**config.mk**
```make
export PLATFORM = sky130hd
export DESIGN_NAME = program_loader
export DESIGN_NICKNAME = d
export VERILOG_FILES = /design/src/rtl/program_loader.sv
export SDC_FILE = /design/constraint.sdc
export NUM_CORES = 1
export LEC_CHECK = 0
export BUFFER_PORTS_ARGS = -buffer_cell sky130_fd_sc_hd__buf_2
export CAP_MARGIN = 20
export CORE_ASPECT_RATIO = 1.5
export CORE_MARGIN = 2
export CORE_UTILIZATION = 56
export CTS_CLUSTER_SIZE = 12
export DETAILED_ROUTE_END_ITERATION = 10
export HOLD_SLACK_MARGIN = 0.1
export PLACE_DENSITY = 0.91
export SYNTH_ARGS = -nofsm -noshare
export SYNTH_HDL_FRONTEND = slang
export SYNTH_SLANG_ARGS = --single-unit
```
**constraint.sdc**
```tcl
create_clock -name clk -period 4.4 [get_ports clk]
set_input_delay 0.88 -clock clk [delete_from_list [all_inputs] [get_ports clk]]
set_output_delay 0.88 -clock clk [all_outputs]
set_load 0.02 [all_outputs]
```
**src/rtl/program_loader.sv**
```systemverilog
// program_loader: byte-stream host loader/monitor that owns the processor's external memory port.
package program_loader_pkg;

    localparam logic [2:0] MEM_MODE_NONE = 3'd0;
    localparam logic [2:0] MEM_MODE_WORD = 3'd3;

    typedef enum logic [3:0] {
        S_IDLE,
        S_HDR,
        S_LOAD_COLLECT,
        S_LOAD_WRITE,
        S_DUMP_READ,
        S_DUMP_CAP,
        S_DUMP_SEND,
        S_RUN,
        S_ACK,
        S_NAK
    } state_e;

endpackage

module program_loader
    import program_loader_pkg::*;
#(
    parameter int unsigned ADDR_WIDTH  = 32,
    parameter bit          BIG_ENDIAN  = 1'b1,
    parameter int unsigned MEM_LATENCY = 1,
    parameter logic [7:0]  ACK_BYTE    = 8'h06,
    parameter logic [7:0]  NAK_BYTE    = 8'h15
) (
    input  logic                  clk,
    input  logic                  rst,
    input  logic [7:0]            rxData,
    input  logic                  rxValid,
    output logic                  rxReady,
    output logic [7:0]            txData,
    output logic                  txValid,
    input  logic                  txReady,
    output logic                  pause,
    output logic                  externalMemoryControl,
    output logic [ADDR_WIDTH-1:0] externalAddress,
    output logic [31:0]           externalData,
    output logic [2:0]            externalReadMode,
    output logic [2:0]            externalWriteMode,
    input  logic [31:0]           externalDataOut,
    output logic                  busy
);

    localparam int unsigned LAT_W = (MEM_LATENCY > 1) ? $clog2(MEM_LATENCY) : 1;
    localparam logic [7:0]  OP_LOAD = 8'h4C;
    localparam logic [7:0]  OP_DUMP = 8'h52;
    localparam logic [7:0]  OP_RUN  = 8'h47;

    state_e                  state_q, state_d;
    logic [7:0]              op_q, op_d;
    logic [2:0]              hdr_idx_q, hdr_idx_d;
    logic [31:0]             hdr_addr_q, hdr_addr_d;
    logic [31:0]             cnt_q, cnt_d;
    logic [ADDR_WIDTH-1:0]   addr_q, addr_d;
    logic [31:0]             word_q, word_d;
    logic [1:0]              byte_idx_q, byte_idx_d;
    logic [LAT_W-1:0]        lat_q, lat_d;
    logic                    rx_ready_q, rx_ready_d;
    logic                    tx_valid_q, tx_valid_d;
    logic [7:0]              tx_data_q, tx_data_d;
    logic                    pause_q, pause_d;
    logic                    busy_q, busy_d;
    logic [2:0]              rd_mode_q, rd_mode_d;
    logic [2:0]              wr_mode_q, wr_mode_d;
    logic                    rx_fire_c, tx_fire_c;

    // Shift one received byte into a word so the first byte lands in the configured lane.
    function automatic logic [31:0] shift_in(input logic [31:0] cur, input logic [7:0] b);
        if (BIG_ENDIAN) return {cur[23:0], b};
        return {b, cur[31:8]};
    endfunction

    // Pick the idx-th transmitted byte of a word in stream order.
    function automatic logic [7:0] byte_sel(input logic [31:0] w, input logic [1:0] idx);
        logic [1:0] lane;
        lane = BIG_ENDIAN ? ~idx : idx;
        return 8'(w >> {lane, 3'b000});
    endfunction

    assign rx_fire_c = rxValid & rx_ready_q;
    assign tx_fire_c = tx_valid_q & txReady;

    assign rxReady               = rx_ready_q;
    assign txValid               = tx_valid_q;
    assign txData                = tx_data_q;
    assign pause                 = pause_q;
    assign externalMemoryControl = pause_q;
    assign externalAddress       = addr_q;
    assign externalData          = word_q;
    assign externalReadMode      = rd_mode_q;
    assign externalWriteMode     = wr_mode_q;
    assign busy                  = busy_q;

    // Command sequencing; outputs are decoded from the next state so they register with it.
    always_comb begin
        state_d    = state_q;
        op_d       = op_q;
        hdr_idx_d  = hdr_idx_q;
        hdr_addr_d = hdr_addr_q;
        cnt_d      = cnt_q;
        addr_d     = addr_q;
        word_d     = word_q;
        byte_idx_d = byte_idx_q;
        lat_d      = lat_q;
        tx_data_d  = 8'h00;

        case (state_q)
            S_IDLE: begin
                if (rx_fire_c) begin
                    if (rxData == OP_LOAD || rxData == OP_DUMP || rxData == OP_RUN) begin
                        op_d      = rxData;
                        hdr_idx_d = 3'd0;
                        state_d   = S_HDR;
                    end else begin
                        state_d = S_NAK;
                    end
                end
            end
            S_HDR: begin
                if (rx_fire_c) begin
                    hdr_idx_d = hdr_idx_q + 3'd1;
                    if (hdr_idx_q < 3'd4) hdr_addr_d = shift_in(hdr_addr_q, rxData);
                    else                  cnt_d      = shift_in(cnt_q, rxData);
                    if (hdr_idx_q == 3'd7) begin
                        addr_d     = ADDR_WIDTH'(hdr_addr_q & 32'hFFFF_FFFC);
                        byte_idx_d = 2'd0;
                        lat_d      = '0;
                        if (cnt_d == 32'd0)      state_d = S_ACK;
                        else if (op_q == OP_LOAD) state_d = S_LOAD_COLLECT;
                        else if (op_q == OP_DUMP) state_d = S_DUMP_READ;
                        else                      state_d = S_RUN;
                    end
                end
            end
            S_LOAD_COLLECT: begin
                if (rx_fire_c) begin
                    word_d     = shift_in(word_q, rxData);
                    byte_idx_d = byte_idx_q + 2'd1;
                    if (byte_idx_q == 2'd3) state_d = S_LOAD_WRITE;
                end
            end
            S_LOAD_WRITE: begin
                addr_d  = addr_q + ADDR_WIDTH'(4);
                cnt_d   = cnt_q - 32'd1;
                state_d = (cnt_q == 32'd1) ? S_ACK : S_LOAD_COLLECT;
            end
            S_DUMP_READ: begin
                lat_d = lat_q + LAT_W'(1);
                if (lat_q == LAT_W'(MEM_LATENCY - 1)) state_d = S_DUMP_CAP;
            end
            S_DUMP_CAP: begin
                word_d     = externalDataOut;
                byte_idx_d = 2'd0;
                state_d    = S_DUMP_SEND;
            end
            S_DUMP_SEND: begin
                if (tx_fire_c) begin
                    byte_idx_d = byte_idx_q + 2'd1;
                    if (byte_idx_q == 2'd3) begin
                        addr_d  = addr_q + ADDR_WIDTH'(4);
                        cnt_d   = cnt_q - 32'd1;
                        lat_d   = '0;
                        state_d = (cnt_q == 32'd1) ? S_ACK : S_DUMP_READ;
                    end
                end
            end
            S_RUN: begin
                cnt_d = cnt_q - 32'd1;
                if (cnt_q == 32'd1) state_d = S_ACK;
            end
            S_ACK, S_NAK: begin
                if (tx_fire_c) state_d = S_IDLE;
            end
            default: state_d = S_IDLE;
        endcase

        rx_ready_d = (state_d == S_IDLE) || (state_d == S_HDR) || (state_d == S_LOAD_COLLECT);
        tx_valid_d = (state_d == S_ACK) || (state_d == S_NAK) || (state_d == S_DUMP_SEND);
        pause_d    = (state_d != S_RUN);
        busy_d     = (state_d != S_IDLE);
        rd_mode_d  = (state_d == S_DUMP_READ)  ? MEM_MODE_WORD : MEM_MODE_NONE;
        wr_mode_d  = (state_d == S_LOAD_WRITE) ? MEM_MODE_WORD : MEM_MODE_NONE;

        case (state_d)
            S_ACK:       tx_data_d = ACK_BYTE;
            S_NAK:       tx_data_d = NAK_BYTE;
            S_DUMP_SEND: tx_data_d = byte_sel(word_d, byte_idx_d);
            default:     tx_data_d = 8'h00;
        endcase
    end

    // State and registered outputs; reset re-pauses the core and drops any partial command.
    always_ff @(posedge clk or negedge rst) begin
        if (!rst) begin
            state_q    <= S_IDLE;
            op_q       <= 8'h00;
            hdr_idx_q  <= 3'd0;
            hdr_addr_q <= 32'd0;
            cnt_q      <= 32'd0;
            addr_q     <= '0;
            word_q     <= 32'd0;
            byte_idx_q <= 2'd0;
            lat_q      <= '0;
            rx_ready_q <= 1'b0;
            tx_valid_q <= 1'b0;
            tx_data_q  <= 8'h00;
            pause_q    <= 1'b1;
            busy_q     <= 1'b0;
            rd_mode_q  <= MEM_MODE_NONE;
            wr_mode_q  <= MEM_MODE_NONE;
        end else begin
            state_q    <= state_d;
            op_q       <= op_d;
            hdr_idx_q  <= hdr_idx_d;
            hdr_addr_q <= hdr_addr_d;
            cnt_q      <= cnt_d;
            addr_q     <= addr_d;
            word_q     <= word_d;
            byte_idx_q <= byte_idx_d;
            lat_q      <= lat_d;
            rx_ready_q <= rx_ready_d;
            tx_valid_q <= tx_valid_d;
            tx_data_q  <= tx_data_d;
            pause_q    <= pause_d;
            busy_q     <= busy_d;
            rd_mode_q  <= rd_mode_d;
            wr_mode_q  <= wr_mode_d;
        end
    end

endmodule

```
==> results.ini <==
[yosys]
ys_seq_area_share_pct = 46.5
synth_xor_area_share_pct = 0.103
async_reset_ff_share_pct = 100
synth_compound_gate_area_share_pct = 20.3
synth_top_family_by_area = simple AND/OR/NAND/NOR gates
yosys_warnings = 0
synth_adder_area_share_pct = 0.882
yosysTopAreaCellShare_pct = 46.2
synth-seq-cells = 158
muxShareOfSynthArea_pct = 7.03
avgSynthCellArea_um2 = 9.38
synth_edf_count = 0
netlist_area_um2 = 8510
synth_area_leaders = dfrtp_1, nand2_1, mux2_2
yosys.area_share.simple_pct = 21.4
yosysTopAreaCell = dfrtp_1
synth_cells = 907
synth-main-ff-cell = dfrtp_1
yosysUniqueCellTypes = 76

[layout]
drive_gt1_share_pct = 24.1
n_fill_cell = 1167
fin_util_pct = 66.0
regArea_um2 = 3960
fin_area_um2 = 9900
fin_cells = 1218
nets = 1055
synthToLayoutAreaGrowth_pct = 16.4
multiInputGateArea_um2 = 4280

[timing]
whs_ps = 467
period_share_pct = 73.2
max_slew_margin_pct = 32.6
fin_skew_ps = 21.1
post-route-min-period_ps = 3220
hold_viol = 0
fin_ws_ps = 1180
fmax_mhz = 311
final_max_slew_viol_count = 0
setup_violations = 0
rsz0062_at_grt = no
worstMarginPinSlew_ps = 1010
setup_tns_ps = 0

[clocking]
cts-root-buf = clkbuf_16
insertion_delay_ps = 440
numCtsBuffers = 17
cts_tree = yes
cts_max_path_buffers = 2
cts_hold_buffers = 0
clock_sink_count = 158
clk_pin_slew_worst_paths_ps = 70
post_cts_buffers = 0
cts_resized = 0
htreeDepth = 4

[pwr]
clockPowerShare_pct = 25.8
leakage_nw = 4.55
p_total_mw = 5.97
power_frac_comb_pct = 36.3
switching_share_pct = 43.2
switching_power_mw = 2.58
power_density_nw_per_um2 = 603
p_int_mw = 3.39
irDropWorstVdd_mv = 0.432
pwr-share-seq_pct = 37.9

[route]
wl_mm = 25.4
drcViolationCount = 0
vias = 8256
wire_per_inst_um = 20.9
drt_iter0_markers = 964
via_per_inst = 6.78
drt-pass1-iter-count = 7
ant_nets = 0

[global_routing]
antenna_found_initial = 1
grt_max_degree = 94
grt_overflow = 0
grt_pass1_vias = 8003
track_usage_pct = 31.4
grt_pass1_wl_mm = 40.8

[floorplanning]
die_area_um2 = 16200
ios = 127
row_count = 55
fp.coreArea_um2 = 15000
initial_core_util_pct = 56.7
die_h_um = 155
fp.dieW_um = 105

[flow_run]
max-cap-violations = 0

[placement]
pre_cts_ws_ps = 1160
dp_cells = 1184
place_congestion = 0.934
dp_hpwl_mm = 16.8
portBuffers = 122
place_area_um2 = 9280

[setup_path]
slowest_stage = dfrtp_1
worstPathMaxFanout = 22
critPathLaunchType = flip-flop
cp_data_arrival_time_ps = 3540
crit_path_cell_trace = ha_1, and3_1, o32ai_1, o31ai_1, buf_4, and2_1, inv_2, o211a_1, a211o_2
max_stage_delay_ps = 830
path_class = reg -> reg
required_ps = 4720
cp-end-kind = flip-flop

[worst_hold_path]
worst_hold_path_type = reg -> reg

[run_status]
status = finished clean

-- sequential cells by signal, indices dropped and copies added, names as in the netlist --
signal	count
cnt_q	32
externalData	32
hdr_addr_q	32
externalAddress	30
op_q	8
txData	8
state_q	4
hdr_idx_q	3
byte_idx_q	2
busy	1
externalMemoryControl	1
externalReadMode	1
externalWriteMode	1
lat_q	1
rxReady	1
txValid	1
-- worst paths after layout --
path,from,cells past startpoint,slack (ps),endpoint
hold / removal,op_q[6],1,470,op_q[6]
max in group asynchronous,rst,2,2980,state_q[2]
setup / recovery,hdr_idx_q[2],9,1180,txData[0]
hold reg to reg,op_q[6],1,470,op_q[6]
min in group asynchronous,rst,1,560,externalAddress[10]
setup reg to reg,hdr_idx_q[2],9,1180,txData[0]
-- cells in the final DEF, fill, tap and decap left out, drive strengths merged, types with 4 or more instances in the layout --
master	netlist	layout
a21oi	72	72
o31ai	4	4
or2	4	4
o211a	4	4
o32ai	4	4
and4	7	7
buf	14	138
a22oi	32	32
and3	13	13
mux2i	17	17
inv	13	22
o211ai	6	6
conb	1	4
o22ai	29	29
a31oi	13	13
or4	12	12
nor4b	4	4
mux2	38	38
a311oi	4	4
nor3	23	23
a2bb2oi	5	5
nor4	12	12
dfrtp	157	157
a221o	12	12
and2	7	7
nand2	115	115
nor4bb	5	5
nand2b	14	14
nand3	34	34
nor2b	8	8
nand4	13	13
o221a	5	5
nor2	55	55
o21ai	48	48
a211oi	5	5
clkbuf	48	17
or3	8	8
ha	6	6
clkinv	1	5
-- final cells by class --
type	instances	area share [%]
clock buffer	17	4.30
sequential	158	39.9
inverter	14	0.531
multi-input combinational	676	43.3
antenna	1	0.0253
clock inverter	15	1.88
timing repair buffer	138	7.57
tap	199	2.51
-- power by group through the flow --
stage,Clock (mW),Combinational [mW],Sequential (mW)
4_1_cts,1.54,2.14,2.25
6_report,1.54,2.17,2.26
2_1_floorplan,0,1.17,2.46
3_3_place_gp,0,2.06,2.25
5_1_grt,1.61,2.34,2.32
3_5_place_dp,0,2.12,2.26
-- routing by layer --
metal / up-vias / track usage (%) / part of all wire (%)
li1: 3600 / - / -
met5: - / 0 / 0
met3: 128 / 4.61 / 7.8
met2: 578 / 54.2 / 51
met1: 3950 / 37.4 / 36
met4: 0 / 18.1 / 5.0
-- cells in the mapped netlist, types with 14 or more instances --
library cell,count
a22oi_1,32
nand2b_1,14
mux2i_1,17
dfrtp_1,157
o22ai_1,29
clkbuf_1,48
mux2_2,38
nor3_1,21
nand3_1,34
o21ai_0,43
nor2_1,55
a21oi_1,72
nand2_1,115
-- critical path, delay by kind of cell, from the launching register on --
kind / cells / cell delay, ps
compound gates: 4 / 910
fa+ha+maj: 1 / 350
buf+inv: 2 / 420
flops: 1 / 830
simple gates: 2 / 600
-- logic make-up after synthesis --
family / Yosys count
other: 1
multiplexers: 55
adder cells (fa/ha/maj): 6
AND/OR/NAND/NOR: 347
flip-flops: 158
AO/OA/AOI/OAI: 263
buffers and inverters: 76
XOR/XNOR: 1
(Power assumes the default switching activity.)
